`config.mk`:
```
export PLATFORM = sky130hd
export DESIGN_NAME = echo_fifo_rep
export DESIGN_NICKNAME = d
export VERILOG_FILES = /design/src/rtl/echo_fifo_rep.sv
export SDC_FILE = /design/constraint.sdc
export NUM_CORES = 1
export LEC_CHECK = 0
export CORE_MARGIN = 3
export CORE_UTILIZATION = 59
export CTS_BUF_LIST = sky130_fd_sc_hd__clkbuf_8 sky130_fd_sc_hd__clkbuf_16
export DETAILED_ROUTE_END_ITERATION = 8
export PLACE_DENSITY = 0.95
export SYNTH_ARGS = -nofsm -noshare
export SYNTH_HDL_FRONTEND = slang
export SYNTH_SLANG_ARGS = --single-unit
export TNS_END_PERCENT = 1
```
`constraint.sdc`:
```
create_clock -name CLK -period 5 [get_ports CLK]
set_input_delay 1 -clock CLK [delete_from_list [all_inputs] [get_ports CLK]]
set_output_delay 1 -clock CLK [all_outputs]
set_load 0.1 [all_outputs]
```
`src/rtl/echo_fifo_rep.sv`:
```
// echo_fifo_rep
// Multi-entry echo block. Requests {value, count} are queued in a DEPTH-entry
// FIFO. The head entry is replayed count times on the echo indication
// interface, with each repeat tagged by its index and a last flag. When INCR
// is set, repeat k carries value+k. A zero-count entry is dropped in one cycle
// without producing an indication.
//
// Ports
//   CLK             : clock; all state changes on the rising edge
//   nRST            : asynchronous active-low reset
//   echoReq__ENA    : request strobe, honoured only when echoReq__RDY=1
//   echoReq_v       : echo value
//   echoReq_count   : number of indications to emit (0 = accept and discard)
//   echoReq__RDY    : FIFO not full and not in reset
//   ind_echo__ENA   : indication strobe
//   ind_echo_v      : indication value (0 when ENA=0)
//   ind_echo_idx    : repeat index (0 when ENA=0)
//   ind_echo_last   : final repeat of the head entry (0 when ENA=0)
//   ind_echo__RDY   : downstream accepts an indication this cycle
//   occupancy       : number of stored entries
module echo_fifo_rep #(
  parameter int WIDTH = 32,
  parameter int DEPTH = 4,
  parameter int CNT_W = 4,
  parameter int INCR  = 0
) (
  input  logic                         CLK,
  input  logic                         nRST,
  input  logic                         echoReq__ENA,
  input  logic [WIDTH-1:0]             echoReq_v,
  input  logic [CNT_W-1:0]             echoReq_count,
  output logic                         echoReq__RDY,
  output logic                         ind_echo__ENA,
  output logic [WIDTH-1:0]             ind_echo_v,
  output logic [CNT_W-1:0]             ind_echo_idx,
  output logic                         ind_echo_last,
  input  logic                         ind_echo__RDY,
  output logic [$clog2(DEPTH+1)-1:0]   occupancy
);

  localparam int PTR_W = $clog2(DEPTH);
  localparam int OCC_W = $clog2(DEPTH+1);

  // Value carried by repeat number rep of an entry.
  function automatic logic [WIDTH-1:0] replay_value(input logic [WIDTH-1:0] v,
                                                    input logic [CNT_W-1:0] rep);
    logic [WIDTH-1:0] r;
    if (INCR != 0) r = v + WIDTH'(rep);
    else           r = v;
    return r;
  endfunction

  logic [WIDTH-1:0] mem_v_q [DEPTH];
  logic [CNT_W-1:0] mem_c_q [DEPTH];

  logic [PTR_W-1:0] wr_ptr_q, wr_ptr_d;
  logic [PTR_W-1:0] rd_ptr_q, rd_ptr_d;
  logic [OCC_W-1:0] occ_q, occ_d;
  logic [CNT_W-1:0] rep_q, rep_d;

  logic             push, pop, head_vld, emit, is_last;
  logic [WIDTH-1:0] head_v;
  logic [CNT_W-1:0] head_c;

  assign head_vld = (occ_q != OCC_W'(0));
  assign head_v   = mem_v_q[rd_ptr_q];
  assign head_c   = mem_c_q[rd_ptr_q];

  // Gated with nRST so both strobes are low for the whole reset interval,
  // not only after the asynchronous clear has propagated through state.
  assign echoReq__RDY = nRST && (occ_q != OCC_W'(DEPTH));
  assign push         = echoReq__ENA && echoReq__RDY;

  assign is_last = (rep_q == head_c - CNT_W'(1));
  assign emit    = nRST && head_vld && (head_c != CNT_W'(0)) && ind_echo__RDY;

  // A zero-count head leaves in one cycle regardless of downstream readiness.
  assign pop = (nRST && head_vld && (head_c == CNT_W'(0))) || (emit && is_last);

  always_comb begin
    ind_echo__ENA = emit;
    ind_echo_v    = '0;
    ind_echo_idx  = '0;
    ind_echo_last = 1'b0;
    if (emit) begin
      ind_echo_v    = replay_value(head_v, rep_q);
      ind_echo_idx  = rep_q;
      ind_echo_last = is_last;
    end
  end

  assign occupancy = occ_q;

  always_comb begin
    wr_ptr_d = wr_ptr_q;
    rd_ptr_d = rd_ptr_q;
    occ_d    = occ_q;
    rep_d    = rep_q;
    if (push) wr_ptr_d = wr_ptr_q + PTR_W'(1);
    if (pop)  rd_ptr_d = rd_ptr_q + PTR_W'(1);
    case ({push, pop})
      2'b10:   occ_d = occ_q + OCC_W'(1);
      2'b01:   occ_d = occ_q - OCC_W'(1);
      default: occ_d = occ_q;
    endcase
    if (emit) begin
      if (is_last) rep_d = '0;
      else         rep_d = rep_q + CNT_W'(1);
    end
  end

  always_ff @(posedge CLK or negedge nRST) begin
    if (!nRST) begin
      wr_ptr_q <= '0;
      rd_ptr_q <= '0;
      occ_q    <= '0;
      rep_q    <= '0;
    end else begin
      wr_ptr_q <= wr_ptr_d;
      rd_ptr_q <= rd_ptr_d;
      occ_q    <= occ_d;
      rep_q    <= rep_d;
    end
  end

  // Storage is not reset; an entry is only read once occupancy covers it.
  always_ff @(posedge CLK) begin
    if (push) begin
      mem_v_q[wr_ptr_q] <= echoReq_v;
      mem_c_q[wr_ptr_q] <= echoReq_count;
    end
  end

endmodule

```
==> results of run 1 <==
power by group through the flow:
stage	registers [mW]	clock network, mW	logic [mW]
floorplan	1.76	0	1.10
global placement	1.71	0	1.56
detailed placement	1.73	0	1.60
CTS	1.71	1.16	1.63
global route	1.72	1.21	1.70
finish	1.70	1.14	1.61
through the flow:
| stage | area, sq um | setup slack (ns) |
|---|---|---|
| 3_5_place_dp | 7560 | 0.967 |
| 6_report | 8100 | 0.662 |
| 4_1_cts | 8100 | 0.610 |
| 5_1_grt | 8100 | 0.426 |
| 2_1_floorplan | 6280 | 0.180 |
| 3_3_place_gp | 7560 | 1.04 |
layout make-up:
type	count	area, sq um
sequential	155	4600
fill	518	2230
multi-input combinational	139	1560
timing repair buffer	86	1180
clock buffer	17	414
tap	136	170
clock inverter	15	118
inverter	14	52.6
final timing paths:
check / from / endpoint / slack, ns / depth (start not counted)
min: occupancy[0] / occupancy[0] / 0.55 / 1
min reg2reg: occupancy[0] / occupancy[0] / 0.55 / 1
min in group asynchronous: nRST / occupancy[2] / 0.79 / 2
max reg2reg: rd_ptr_q[1] / occupancy[2] / 1.31 / 13
max in group asynchronous: nRST / rd_ptr_q[1] / 4.04 / 2
max: rd_ptr_q[1] / ind_echo_v[4] / 0.66 / 10
state kept, by name (all words and copies together) (netlist names):
register	cells
mem_v_q	128
mem_c_q	16
rep_q	4
occupancy	3
rd_ptr_q	2
wr_ptr_q	2
worst register-to-register path, stage by stage (launching register included):
cell,delay [ns]
dfrtp_2,0.74
mux4_2,0.43
inv_1,0.10
ha_1,0.17
xor2_1,0.18
xnor2_1,0.15
o2111ai_1,0.33
o31ai_2,0.36
ha_1,0.25
inv_1,0.07
fa_1,0.39
xor2_1,0.15
nor2_1,0.14
xor2_1,0.18
logic make-up after synthesis:
group           count (synthesis)  share of synthesized area, %
flops                         155                          73.2
simple gates                   61                          5.58
mux                            42                          13.9
buf+inv                        29                          1.93
compound gates                 16                          1.87
xor+xnor                       11                          1.53
fa+ha+maj                       9                          1.91
metal layers:
| layer | vias to the layer above | track usage [%] |
|---|---|---|
| met3 | 15 | 6.16 |
| met4 | 0 | 9.08 |
| met2 | 134 | 37.4 |
| met1 | 1689 | 28.4 |
| met5 | - | 0 |
| li1 | 1451 | - |
cell usage in the layout, fill, tap and decap left out, drive strengths merged:
cell           instances
clkinv                 7
buf                   44
a21oi                  1
nor2                   6
inv                   21
clkdlybuf4s50         42
and2                  35
a21o                   1
xor2                   5
o21ai                  3
nor3                   2
o31ai                  1
o2111ai                3
or4                    1
o311ai                 2
mux2                   3
clkbuf                17
xnor2                  6
o31a                   1
mux2i                  3
dfrtp                 11
nand2b                 4
nand2                  7
clkinvlp               1
mux4                  36
and3                   4
a31oi                  1
nand3                  2
ha                     8
o22ai                  3
fa                     1
edfxtp               144
==> impl_metrics.toml, run 1 <==
[global_route]
first_global_vias = 3517
grt_pass1_wl_um = 19200
antenna_found_initial = 0
grt_start_max_net_pins = 38
grt_util_all_layers_pct = 22.5
total_overflow_reported_by_the_global_router = 0

[worst_setup_path]
endpoint_kind = "output port"
crit_type = "flip-flop to output port"
cpMaxStageDelayCell = "dfrtp_2"
cp_data_required_time_ns = 4.00
worstPathCellList = "mux4_2 > inv_1 > ha_1 > nand2_1 > o22ai_1 > a21o_1 > inv_1 > buf_4 > and2_1 > buf_12"
timing.critical_path.buf_inv = 4
worst-endpoint-arrival_ns = 3.34
crit_top_cell = "inv_1"
crit_fanout = 23
worst_setup_path_start_kind = "flip-flop"
cpPeakStageDelay_ns = 0.74
crit_family = "flip-flops"

[layout]
antenna_cells_inserted = 0
final_layout_size_suffix_gt1_share_pct = 28.2
layout.nets = 462
layout.cells.non_filler = 562
layout-area-overhead-vs-synth_pct = 28.9
final_core_util_pct = 78.4

[sta]
timing.fmax_ghz = 0.231
clock-skew-final_ns = 0.00955
timing.final.crit_period_ns = 4.34
rsz0062_at_grt = "no"
setup_tns_ns = 0
holdWs_ns = 0.551
period_share_pct = 86.8
finalMaxSlewViolations = 0
worstMarginPinSlew_ns = 0.983
setup_viol_count_final = 0
max-slew-margin-rel_pct = 34.5
finalHoldViolations = 0

[floorplanning]
die_w_um = 109
core_region_area_sq_um = 10300
pin_count = 82
floorplan.rows = 37
floorplan.die.height_um = 109
floorplan.die_area_sq_um = 11900
floorplan.initialDensity_pct = 60.8

[clock_network]
tritoncts.num_buffers = 17
cts.root.buffer_cell = "clkbuf_8"
cts_hold_repair.buffers = 0
h-tree-depth = 4
post_cts.repair.setup_buffers = 0
clkSinkCount = 155
clock_latency_late_sink_ns = 0.51
cts.repair.resized = 0
cts.path.max_buffers = 2
cts_tree = "yes"
path_clk_slew_ns = 0.06

[route]
drt-vias-per-instance = 5.85
routed_wire_length_per_instance_um = 21.9
top_signal_layer_used = "met4"
route.final.wire_length_um = 12300
routed-wl-met3_um = 777
met1_length_um = 4670
drt_first_pass_iters = 4
dr_wl_met2_um = 6630
first_iter_violations = 190
postRouteAntennaNets = 0
vias = 3289
detail_route.drc_violations = 0

[pwr]
power.net_switching_mw = 1.62
power.density_nw_per_um2 = 550
sw_frac_of_total_pct = 36.3
power.ir.vdd_worst_mv = 0.373
p_int_mw = 2.83
power_frac_clock_pct = 25.6
static-leakage-power_nw = 2.84
seq_power_share_pct = 38.3
power_mw = 4.45
power_frac_comb_pct = 36.2

[synthesis]
syn-mean-instance-area_sq_um = 19.4
synth.area.top_cells = "edfxtp_1 (69%), mux4_2 (13%), dfrtp_1 (4.4%), and2_1 (3.5%), ha_1 (1.6%)"
synthArstFlopShare_pct = 7.10
synth_warnings = 0
yosys.cell_count.top_type = "edfxtp_1"
synth_enable_flop_cells = 144
cell_types_with_the_highest_counts_after_synthesis = "edfxtp_1 (144), mux4_2 (36), and2_1 (35)"
synth-main-ff-cell = "edfxtp_1"
synth.top_cell.area_share_pct = 68.9
syn-cell-area_sq_um = 6280
netlist-cell-type-count = 32
yosysSeqAreaShare_pct = 73.2
synthesis.nets = 372
netlist_instances = 323
ys_ff_latch = 155
synth.largest_area_cell = "edfxtp_1"

[flow_run]
max_cap_violations = 0

[place]
buffer_ports.inserted = 81
dp_cells = 530
dp_wirelength_um = 7210
finalWeightedCongestion = 0.885

[status]
status = "finished, final reports clean"

[min_path]
hold_class = "flip-flop to flip-flop"
Note: power is estimated with default switching activity, not from simulation.
==> run 2, diff against run 1 <==
--- a/config.mk
+++ b/config.mk
@@ -9,6 +9,7 @@
 export CORE_UTILIZATION = 59
 export CTS_BUF_LIST = sky130_fd_sc_hd__clkbuf_8 sky130_fd_sc_hd__clkbuf_16
 export DETAILED_ROUTE_END_ITERATION = 8
+export GPL_ROUTABILITY_DRIVEN = 0
 export PLACE_DENSITY = 0.95
 export SYNTH_ARGS = -nofsm -noshare
 export SYNTH_HDL_FRONTEND = slang
==> results of run 2 <==
No change in the layout: final DEF, timing and power equal those of run 1.
